$ cat src/rtl/pmem_burst_responder_if.sv
// Line-side and beat-side signals of the pmem burst responder, bundled as one interface.
// The responder uses the slave view; the initiator/memory environment uses the master view.
interface pmem_burst_responder_if #(
    parameter int LINE_WIDTH = 256,
    parameter int BEAT_WIDTH = 64
);
    logic [31:0]           pmem_address;
    logic                  pmem_read;
    logic                  pmem_write;
    logic [LINE_WIDTH-1:0] pmem_wdata;
    logic [LINE_WIDTH-1:0] pmem_rdata;
    logic                  pmem_resp;

    logic [31:0]           mem_address;
    logic                  mem_read;
    logic                  mem_write;
    logic [BEAT_WIDTH-1:0] mem_wdata;
    logic [BEAT_WIDTH-1:0] mem_rdata;
    logic                  mem_resp;

    modport slave (
        input  pmem_address, pmem_read, pmem_write, pmem_wdata, mem_rdata, mem_resp,
        output pmem_rdata, pmem_resp, mem_address, mem_read, mem_write, mem_wdata
    );

    modport master (
        output pmem_address, pmem_read, pmem_write, pmem_wdata, mem_rdata, mem_resp,
        input  pmem_rdata, pmem_resp, mem_address, mem_read, mem_write, mem_wdata
    );
endinterface

$ cat src/rtl/pmem_burst_responder.sv
// Turns one whole-line read/write request into a fixed 4-beat burst on the narrow memory
// port, assembling read beats into a line and pulsing pmem_resp once the burst completes.
module pmem_burst_responder #(
    parameter int LINE_WIDTH = 256,
    parameter int BEAT_WIDTH = 64
) (
    input logic                   clk,
    input logic                   rst_n,
    pmem_burst_responder_if.slave bus
);
    localparam int NBEATS   = LINE_WIDTH / BEAT_WIDTH;
    localparam int CNT_W    = $clog2(NBEATS);
    localparam int OFFSET_W = $clog2(LINE_WIDTH / 8);

    typedef enum logic [1:0] {IDLE, RBURST, WBURST, RESP} state_e;

    state_e                state_q;
    logic [CNT_W-1:0]      cnt_q;
    logic [CNT_W-1:0]      cnt_d;
    logic [31:0]           addr_q;
    logic [LINE_WIDTH-1:0] rline_q;
    logic [LINE_WIDTH-1:0] wline_q;
    logic [BEAT_WIDTH-1:0] wbeat_q;
    logic                  mem_read_q;
    logic                  mem_write_q;
    logic                  resp_q;

    logic                  last_beat;
    logic                  accept_wr;
    logic [31:0]           line_base;
    logic                  unused_offset_bits;

    assign cnt_d     = cnt_q + 1'b1;
    assign last_beat = (cnt_q == CNT_W'(NBEATS - 1));
    assign accept_wr = (state_q == IDLE) && !bus.pmem_read && bus.pmem_write;
    assign line_base = {bus.pmem_address[31:OFFSET_W], OFFSET_W'(0)};
    assign unused_offset_bits = ^bus.pmem_address[OFFSET_W-1:0];

    always_ff @(posedge clk) begin
        if (!rst_n) begin
            state_q     <= IDLE;
            cnt_q       <= '0;
            addr_q      <= '0;
            rline_q     <= '0;
            wbeat_q     <= '0;
            mem_read_q  <= 1'b0;
            mem_write_q <= 1'b0;
            resp_q      <= 1'b0;
        end else begin
            resp_q <= 1'b0;
            case (state_q)
                IDLE: begin
                    // Read has priority: a simultaneous write is neither latched nor performed.
                    if (bus.pmem_read) begin
                        addr_q     <= line_base;
                        mem_read_q <= 1'b1;
                        state_q    <= RBURST;
                    end else if (bus.pmem_write) begin
                        addr_q      <= line_base;
                        wbeat_q     <= bus.pmem_wdata[BEAT_WIDTH-1:0];
                        mem_write_q <= 1'b1;
                        state_q     <= WBURST;
                    end
                end
                RBURST: begin
                    if (bus.mem_resp) begin
                        rline_q[cnt_q*BEAT_WIDTH +: BEAT_WIDTH] <= bus.mem_rdata;
                        cnt_q <= cnt_d;
                        if (last_beat) begin
                            mem_read_q <= 1'b0;
                            resp_q     <= 1'b1;
                            state_q    <= RESP;
                        end
                    end
                end
                WBURST: begin
                    if (bus.mem_resp) begin
                        // Present the next beat from the latched line, not the live input.
                        wbeat_q <= wline_q[cnt_d*BEAT_WIDTH +: BEAT_WIDTH];
                        cnt_q   <= cnt_d;
                        if (last_beat) begin
                            mem_write_q <= 1'b0;
                            resp_q      <= 1'b1;
                            state_q     <= RESP;
                        end
                    end
                end
                RESP:    state_q <= IDLE;
                default: state_q <= IDLE;
            endcase
        end
    end

    // NOTE: pure data holding register; it is always rewritten before use, so it carries no reset.
    always_ff @(posedge clk) begin
        if (accept_wr) begin
            wline_q <= bus.pmem_wdata;
        end
    end

    assign bus.pmem_rdata  = rline_q;
    assign bus.pmem_resp   = resp_q;
    assign bus.mem_address = addr_q;
    assign bus.mem_read    = mem_read_q;
    assign bus.mem_write   = mem_write_q;
    assign bus.mem_wdata   = wbeat_q;
endmodule
$ cat src/flat_wrapper.sv
// flat-port wrapper written by rule: the top's interface ports become plain ports
module pmem_burst_responder_flat 
#(
    parameter int LINE_WIDTH = 256,
    parameter int BEAT_WIDTH = 64
)
  (clk, rst_n, bus_pmem_address, bus_pmem_read, bus_pmem_write, bus_pmem_wdata, bus_mem_rdata, bus_mem_resp, bus_pmem_rdata, bus_pmem_resp, bus_mem_address, bus_mem_read, bus_mem_write, bus_mem_wdata);
  pmem_burst_responder_if #(.LINE_WIDTH(LINE_WIDTH), .BEAT_WIDTH(BEAT_WIDTH)) bus_i ();
  input logic clk;
  input logic rst_n;
  input wire logic [$bits(bus_i.pmem_address)-1:0] bus_pmem_address;
  input wire logic [$bits(bus_i.pmem_read)-1:0] bus_pmem_read;
  input wire logic [$bits(bus_i.pmem_write)-1:0] bus_pmem_write;
  input wire logic [$bits(bus_i.pmem_wdata)-1:0] bus_pmem_wdata;
  input wire logic [$bits(bus_i.mem_rdata)-1:0] bus_mem_rdata;
  input wire logic [$bits(bus_i.mem_resp)-1:0] bus_mem_resp;
  output wire logic [$bits(bus_i.pmem_rdata)-1:0] bus_pmem_rdata;
  output wire logic [$bits(bus_i.pmem_resp)-1:0] bus_pmem_resp;
  output wire logic [$bits(bus_i.mem_address)-1:0] bus_mem_address;
  output wire logic [$bits(bus_i.mem_read)-1:0] bus_mem_read;
  output wire logic [$bits(bus_i.mem_write)-1:0] bus_mem_write;
  output wire logic [$bits(bus_i.mem_wdata)-1:0] bus_mem_wdata;
  assign bus_i.pmem_address = bus_pmem_address;
  assign bus_i.pmem_read = bus_pmem_read;
  assign bus_i.pmem_write = bus_pmem_write;
  assign bus_i.pmem_wdata = bus_pmem_wdata;
  assign bus_i.mem_rdata = bus_mem_rdata;
  assign bus_i.mem_resp = bus_mem_resp;
  assign bus_pmem_rdata = bus_i.pmem_rdata;
  assign bus_pmem_resp = bus_i.pmem_resp;
  assign bus_mem_address = bus_i.mem_address;
  assign bus_mem_read = bus_i.mem_read;
  assign bus_mem_write = bus_i.mem_write;
  assign bus_mem_wdata = bus_i.mem_wdata;
  pmem_burst_responder #(.LINE_WIDTH(LINE_WIDTH), .BEAT_WIDTH(BEAT_WIDTH)) u_core (.clk(clk), .rst_n(rst_n), .bus(bus_i));
endmodule
$ cat config.mk
export PLATFORM = sky130hd
export DESIGN_NAME = pmem_burst_responder_flat
export DESIGN_NICKNAME = d
export VERILOG_FILES = /design/src/rtl/pmem_burst_responder_if.sv /design/src/rtl/pmem_burst_responder.sv /design/src/flat_wrapper.sv
export SDC_FILE = /design/constraint.sdc
export NUM_CORES = 1
export LEC_CHECK = 0
export CORE_AREA = 4 4 274 276
export CTS_CLUSTER_DIAMETER = 80
export DETAILED_ROUTE_END_ITERATION = 8
export DIE_AREA = 0 0 278 280
export SYNTH_ARGS = -nofsm -noshare
export SYNTH_HDL_FRONTEND = slang
export SYNTH_SLANG_ARGS = --single-unit
$ cat constraint.sdc
create_clock -name clk -period 13.77 [get_ports clk]
set_input_delay 1.377 -clock clk [delete_from_list [all_inputs] [get_ports clk]]
set_output_delay 1.377 -clock clk [all_outputs]
set_load 0.02 [all_outputs]
==> results of run 1 <==
## cell usage in the layout (no fill, tap or decap), types with 2 or more instances in the layout
master,n
sky130_fd_sc_hd__clkdlybuf4s50_1,700
sky130_fd_sc_hd__mux2_2,64
sky130_fd_sc_hd__nor2_1,205
sky130_fd_sc_hd__diode_2,8
sky130_fd_sc_hd__nand3_1,2
sky130_fd_sc_hd__clkbuf_1,24
sky130_fd_sc_hd__nor4b_2,2
sky130_fd_sc_hd__o21ai_0,64
sky130_fd_sc_hd__clkinv_2,5
sky130_fd_sc_hd__nand2b_1,2
sky130_fd_sc_hd__nor2_2,60
sky130_fd_sc_hd__a21oi_1,158
sky130_fd_sc_hd__bufinv_16,2
sky130_fd_sc_hd__a2bb2oi_1,2
sky130_fd_sc_hd__conb_1,5
sky130_fd_sc_hd__inv_2,2
sky130_fd_sc_hd__dfxtp_1,353
sky130_fd_sc_hd__nand2_1,59
sky130_fd_sc_hd__a22oi_1,196
sky130_fd_sc_hd__edfxtp_1,256
sky130_fd_sc_hd__inv_6,3
sky130_fd_sc_hd__ha_1,10
sky130_fd_sc_hd__a22oi_2,60
sky130_fd_sc_hd__inv_8,2
sky130_fd_sc_hd__clkbuf_16,70
sky130_fd_sc_hd__o22ai_1,64
sky130_fd_sc_hd__inv_1,69
sky130_fd_sc_hd__nand3_2,3
sky130_fd_sc_hd__nor4_4,2
sky130_fd_sc_hd__mux2i_1,67
sky130_fd_sc_hd__clkbuf_8,13
sky130_fd_sc_hd__buf_4,20
sky130_fd_sc_hd__clkinv_8,2
sky130_fd_sc_hd__clkinv_1,2
## per-layer routing
layer	GRT usage [%]	wire [µm]
met4	8.51	3380
met3	6.64	7300
met5	0	123
met2	30.7	36100
met1	20.3	27700
## how the worst min path moves through the flow
stage                                             from                                      end  slack (ns)  depth (start not counted)
2_1_floorplan             u_core.cnt_q[1]$_SDFFE_PN0P_             u_core.cnt_q[1]$_SDFFE_PN0P_        0.48                          2
3_3_place_gp    u_core.bus.mem_address[7]$_SDFFE_PN0P_   u_core.bus.mem_address[7]$_SDFFE_PN0P_        0.44                          2
3_5_place_dp   u_core.bus.mem_address[22]$_SDFFE_PN0P_  u_core.bus.mem_address[22]$_SDFFE_PN0P_        0.45                          2
4_1_cts        u_core.bus.mem_address[22]$_SDFFE_PN0P_  u_core.bus.mem_address[22]$_SDFFE_PN0P_        0.46                          2
5_1_grt        u_core.bus.mem_address[15]$_SDFFE_PN0P_  u_core.bus.mem_address[15]$_SDFFE_PN0P_        0.48                          2
6_report       u_core.bus.mem_address[16]$_SDFFE_PN0P_  u_core.bus.mem_address[16]$_SDFFE_PN0P_        0.45                          2
## state kept, by name (all words and copies together) (netlist names)
| signal | cells |
|---|---|
| u_core.bus.mem_address | 27 |
| u_core.bus.mem_read | 1 |
| u_core.bus.mem_wdata | 64 |
| u_core.bus.mem_write | 1 |
| u_core.bus.pmem_rdata | 256 |
| u_core.bus.pmem_resp | 1 |
| u_core.cnt_q | 2 |
| u_core.state_q | 2 |
| u_core.wline_q | 256 |
## power breakdown
group	switching [mW]	internal [mW]	total (mW)	leakage [nW]
registers	0.114	2.12	2.24	5.24
logic	0.754	0.552	1.31	4.87
clock network	0.750	1.06	1.81	1.09
## logic make-up (layout without fill, tap and decap cells)
group / after synthesis / count (layout) / synth area share (%)
compound gates: 550 / 550 / 16.8
xor+xnor: 1 / 1 / 0.0388
fa+ha+maj: 11 / 11 / 0.610
buf+inv: 225 / 920 / 4.30
flops: 610 / 610 / 65.5
mux: 131 / 131 / 6.17
other cells: 1 / 13 / 0.0166
simple gates: 339 / 339 / 6.57
## cell type report
type                       instances  area [µm²]  share of cell area, %
clock buffer                     107        2020                   6.19
multi-input combinational       1037        6920                   21.2
tap                              959        1200                   3.68
antenna                            8        20.0                 0.0614
sequential                       610       14800                   45.3
clock inverter                    19         226                  0.694
inverter                          72         278                  0.851
timing repair buffer             722        7180                   22.0
## metrics by stage
stage          total power [mW]  cells  utilization, %  hold slack [ns]
3_3_place_gp               3.57   3400            41.8            0.444
2_1_floorplan              3.05   1872               -            0.485
3_5_place_dp               3.59   3400            41.8            0.448
6_report                   5.35   3534            44.9            0.454
5_1_grt                    5.61   3533            44.9            0.478
4_1_cts                    5.43   3526            44.9            0.457
## worst register-to-register path, cell delays in order, from the launching register on
cell,delay (ns)
sky130_fd_sc_hd__dfxtp_4,0.80
sky130_fd_sc_hd__inv_2,0.24
sky130_fd_sc_hd__ha_1,0.61
sky130_fd_sc_hd__inv_2,0.11
sky130_fd_sc_hd__nor4_4,0.77
sky130_fd_sc_hd__buf_4,0.87
sky130_fd_sc_hd__a22oi_1,0.25
sky130_fd_sc_hd__nor2_1,0.15
==> results summary, run 1 <==
The minimum period implied by the final worst setup slack came out at 4.02 ns. The remaining routing DRC violations is 0. The final max-slew violation count was 0. The flip-flop and latch count after synthesis came out at 610.

In this run the worst hold path is classified as reg2reg. The filler cell count came out at 6,668. The minimum setup slack after placement came out at 9.14 ns.

The initial antenna violation count is 15. The total cell area at the placement stage is 0.0304 mm². The synthesized design contains 256 enable-type register cells. The worst endpoint required time is 14.25 ns. For this run, the top clock speed supported by timing is 0.248 GHz. The start of the worst register-to-register path is u_core.cnt_q[0]$_SDFFE_PN0P_. The height of the chip came out at 280 µm. The portion of the post-synthesis area used by sequential elements came out at 65.5%.

The number of sinks handled by clock tree synthesis came out at 610. The cell area after synthesis came out at 0.0226 mm². Summed over its instances, the top area cell type makes up 34.1% of the synthesized netlist area. The clock root buffer is sky130_fd_sc_hd__clkbuf_16. TritonCTS built the clock tree.

The biggest area contributor in the post-synthesis netlist is sky130_fd_sc_hd__edfxtp_1. The destination of the critical timing path is u_core.bus.mem_write$_SDFFE_PN0P_. The share of flip-flops with an asynchronous set or reset is 0%. The maximum clock path buffer count is 3. STA classifies the critical path startpoint as an input port. The number of global-route vias before repair came out at 17,300. The total of buffers placed on input and output ports came out at 701. The number of levels the H-tree was split into came out at 3. The number of gates resized after cts came out at 0. Counting buffers and inverters, the worst setup path is 7 cells deep. The largest fanout on the critical path is 121. Across every metal layer, demand over resource in global routing totals 18.1%. The area of the die is 0.0778 mm². The per-cell routed wire length came out at 21.1 µm. The power density over cell area came out at 164 mW/mm². The count of buffering cells on the critical path with inverters included is 5. Once detail routing completed, the nets flagged for antenna violations numbered 0.

In this run the worst setup path begins at rst_n. Entering global routing, the biggest net connects 180 pins. The area of the core region is 0.0726 mm². On the final layout, the worst clock skew is 0.0291 ns. The number of buffers inserted by hold repair at cts is 0. The run finished with clean final reports. The cell that appears most often on the critical path is sky130_fd_sc_hd__buf_4. After synthesis, the cell types taking the most area are sky130_fd_sc_hd__edfxtp_1, sky130_fd_sc_hd__dfxtp_1, sky130_fd_sc_hd__a22oi_1. The worst setup slack after layout is 9.75 ns. The element type at the critical path end is a flip-flop. The critical path is of the in2reg type.

The violation count after the first detailed-routing iteration is 1,020. The worst vdd rail ir drop is 104 µV. The clock latency on the worst-skew pair is 0.60 ns.

In the synthesized netlist, the cells that appear most often are sky130_fd_sc_hd__dfxtp_1, sky130_fd_sc_hd__edfxtp_1, sky130_fd_sc_hd__nor2_1. The final layout contains 2,880 nets. The end of the worst register-to-register path is u_core.bus.pmem_rdata[66]$_SDFFE_PN0P_. In this run the tightest slew margin relative to its limit is 23.8%. The share of post-route cells with drive strength above 1 came out at 12.6%. The post-route clock period utilization came out at 29.2%. The row count came out at 99.

The clock input transition at the sequential cells of the worst setup and hold paths came out at 0.06 ns. The top-level I/O count is 712. The number of setup buffers added after CTS is 0. For this design, the slowest cell found on the critical path is sky130_fd_sc_hd__buf_4. The total clock buffers created by CTS is 69. The warning count from the yosys run came out at 0. The aggregate negative setup slack is 0 ns.

The first-pass GRT wire length is 109 mm. The critical path goes through buf_2 > buf_4 > inv_8 > buf_4 > buf_4 > nor2_1 > a32o_1. The slack of the worst reg-to-reg path came out at 9.92 ns. Setup repair after global routing left no endpoint under its margin.

Once the floorplan was initialized, standard cells occupied 31.1% of the core. The global-route congestion overflow total is 0. The routed via count came out at 17,300. Compared with the post-synthesis result, the final layout area differs by 44.6%. The count of final hold-check violations came to 0.

The signal arrival time at the worst endpoint is 4.50 ns. Across the run, the number of max-cap violations was 0. The number of setup violations in the final report came out at 0. The average instance area after synthesis came out at 12.1 µm². The number of standard cells after synthesis is 1,868.

Yosys instantiated no cell more often than sky130_fd_sc_hd__dfxtp_1. The count of unique library cells instantiated by Yosys is 33. In this run the static leakage power is 11.2 nW. Summing all non-filler instances in the final layout gives an area of 0.0326 mm². Broken down by cell family, the worst path's largest delay share belongs to buffers and inverters. The HPWL after detailed placement is 51.0 mm.

The flip-flop cell with the highest count after synthesis is sky130_fd_sc_hd__dfxtp_1. The pin slew with the least headroom to its limit came out at 1.14 ns. The final weighted congestion of routability-driven global placement is 0.839. The peak per-stage delay on the critical path came out at 0.88 ns. The detail-routed via count per cell is 4.88. The final layout contains routed wiring with a total length of 74.6 mm. The first-pass iteration count of the detailed router is 6. The worst reg2reg path depth is 7. The die outline width is 278 µm.
Note: power is estimated with default switching activity, not from simulation.
==> run 2, diff against run 1 <==
==> constraint.sdc (replaced) <==
create_clock -name clk -period 3.2 [get_ports clk]
set_input_delay 0.32 -clock clk [delete_from_list [all_inputs] [get_ports clk]]
set_output_delay 0.32 -clock clk [all_outputs]
set_load 0.02 [all_outputs]
==> results summary, run 2 (synthesis gave the netlist of run 1 again) <==
The run finished with clean final reports. The total of buffers placed on input and output ports was 701 (unchanged). The number of setup violations in the final report was 0 (unchanged). The violation count after the first detailed-routing iteration is 1,025 (+0.49%). The filler cell count came out at 6,619 (-0.73%). The first-pass GRT wire length is 110 mm (+0.56%). The peak per-stage delay on the critical path was 0.54 ns (-0.34 ns).

The relative slew slack came out at 35.0% (+11 points). The per-cell routed wire length is 20.9 µm (-0.93%). In this run the worst hold path is classified as in2reg. In this run the clock root is driven by a sky130_fd_sc_hd__clkbuf_16.

The worst setup path is captured at a flip-flop. The setup clock skew after layout came out at 0.0222 ns (-0.00693 ns). The area of the die came to 0.0778 mm² (unchanged). The number of gates resized after cts came out at 0 (unchanged).

The area of the multi-input gates came out at 0.00695 mm² (+0.51%). The total routed wirelength was 74.3 mm (-0.36%). The slack of the worst reg-to-reg path came out at 0.84 ns (-9.08 ns). The post-route clock period utilization came out at 73.8%.

The number of sinks handled by clock tree synthesis is 610 (unchanged). The global-route congestion overflow total is 0 (unchanged). The highest attainable clock frequency is 0.424 GHz. The worst setup slack after layout came out at 0.839 ns (-8.91 ns). The final weighted congestion of routability-driven global placement came out at 0.828 (-1.3%). The max-capacitance violation count is 0 (unchanged). The total leakage power is 11.4 nW (+1.8%). The number of buffers inserted by hold repair at cts came out at 0 (unchanged).

The met3 capacity usage during global routing is 6.27% (-0.37 points). The path type of the worst setup path is reg2reg. The clock latency on the worst-skew pair is 0.58 ns (-0.02 ns).

The count of buffering cells on the critical path with inverters included was 3 (-2). TritonCTS built the clock tree. Counting I/O delays and the setup requirement, the final critical path takes 2.36 ns. The starting density of the core came out at 31.1% (unchanged). The maximum clock path buffer count is 3 (unchanged).

The share of post-route cells with drive strength above 1 is 13.9% (+1.2 points). The power density over cell area came out at 705 mW/mm² (+330%). The met1 track utilization from global routing is 20.5% (+0.17 points). The pin slew with the least headroom to its limit came out at 0.976 ns (-0.167 ns).

The slowest cell on the critical path is sky130_fd_sc_hd__ha_1. Among cell families on the critical path, the largest total delay comes from simple AND/OR/NAND/NOR gates. The sequential cell area in the final layout is 0.0148 mm² (about the same). The layout overhead on the synthesized area came out at 46.5%.

The signal on the critical path passes through inv_2 > ha_1 > inv_2 > nor4b_2 > buf_12 > a22oi_1 > nor2_1. The most numerous cell type found on the critical path is sky130_fd_sc_hd__inv_2. The number of levels the H-tree was split into came to 3 (unchanged). The first-pass iteration count of the detailed router is 5 (-1). The total global-route track usage is 18.1% (+0.023 points).

The top cell types in the final layout, fill and taps aside, are sky130_fd_sc_hd__clkdlybuf4s50_1, sky130_fd_sc_hd__dfxtp_1, sky130_fd_sc_hd__edfxtp_1. The area of the core region is 0.0726 mm² (unchanged). The number of nets with antenna violations after detailed routing came out at 0 (unchanged). The remaining routing DRC violations came out at 0 (unchanged). The initial antenna violation count came out at 9 (-6).

The detail-routed via count per cell is 4.86 (-0.44%). The HPWL after detailed placement is 52.4 mm (+2.7%). The kind of launch point of the worst setup path is a flip-flop. The die outline width came to 278 µm (unchanged). The total clock buffers created by CTS is 69 (unchanged). The layer flagged by global routing as most heavily used is met2. The number of global-route vias before repair is 17,600 (+1.7%). The worst vdd rail ir drop is 721 µV (+590%).

The library cell used most frequently in the layout, excluding fill and tap cells, is sky130_fd_sc_hd__clkdlybuf4s50_1. The clock input transition at the sequential cells of the worst setup and hold paths was 0.06 ns (about the same). The number of nets in the final layout is 2,905 (+0.87%). Setup repair after global routing left no endpoint under its margin. The top-level I/O count came out at 712 (unchanged). The worst endpoint required time came out at 3.72 ns (-10.53 ns). The total power consumption of the routed design came to 23.3 mW (+340%). The height of the chip came out at 280 µm (unchanged).

The row count came out at 99 (unchanged). The signal arrival time at the worst endpoint is 2.88 ns (-1.62 ns). The maximum number of pins on one net before global-route repair came out at 130 (-28%). The routed via count is 17,300 (+0.13%). The final max-slew violation count was 0 (unchanged). The count of final hold-check violations was 0 (unchanged). The post-CTS setup buffer count is 0 (unchanged). The global-route met2 utilization came to 31.9% (+1.2 points). The largest fanout on the critical path was 64 (-47%). The minimum setup slack after placement is 0.743 ns (-8.40 ns).
==> run 2: changes by cell type in the layout (fill, tap and decap cells not counted), moves of 3 or more <==
cell,delta
sky130_fd_sc_hd__buf_12,+16
sky130_fd_sc_hd__buf_4,+9
sky130_fd_sc_hd__clkbuf_1,-5
sky130_fd_sc_hd__clkinv_2,+5
sky130_fd_sc_hd__diode_2,-3
==> run 2: path summary, 6_finish.rpt <==
| kind | startpoint | to | depth (start not counted) |
|---|---|---|---|
| worst min register to register | u_core.bus.mem_address[15]$_SDFFE_PN0P_ | u_core.bus.mem_address[15]$_SDFFE_PN0P_ | 2 |
| worst max-delay path | u_core.cnt_q[0]$_SDFFE_PN0P_ | u_core.bus.pmem_rdata[136]$_SDFFE_PN0P_ | 7 |
| worst min-delay path | rst_n | u_core.bus.pmem_resp$_SDFF_PN0_ | 3 |
| worst max register to register | u_core.cnt_q[0]$_SDFFE_PN0P_ | u_core.bus.pmem_rdata[136]$_SDFFE_PN0P_ | 7 |
==> run 2: power breakdown <==
| group | switching (mW) | total [mW] | internal, mW |
|---|---|---|---|
| clock | 3.21 | 7.80 | 4.58 |
| combinational | 3.37 | 5.97 | 2.60 |
| sequential | 0.410 | 9.53 | 9.12 |
==> run 2: per-stage QoR <==
step,utilization [%],instances,instance area (µm²),TNS (ns),hold WS [ns]
final,45.5,3554,33000,0,0.267
after global routing,45.5,3553,33000,0,0.227
after CTS,45.5,3549,33000,0,0.194
after detailed placement,42.4,3425,30800,0,0.448
after global placement,42.4,3425,30800,0,0.441
after floorplan,-,1872,22600,-417.21,0.419
==> run 2: area by class of cell <==
class / count / area share [%]
multi-input combinational: 1037 / 21.0
inverter: 72 / 0.840
clock buffer: 100 / 5.97
clock inverter: 24 / 0.848
timing repair buffer: 747 / 22.9
sequential: 610 / 44.7
tap: 959 / 3.63
antenna: 5 / 0.0379
==> run 2: tightest hold or removal path, delay by kind of cell <==
kind | cells | cell delay, ns
simple gates | 2 | 0.19
buf+inv | 1 | 0.29
==> run 2: routing by layer <==
metal	share of wire (%)	up-vias
met3	9.1	127
li1	-	8135
met5	0.047	-
met1	38	8310
met2	50	703
met4	3.0	6
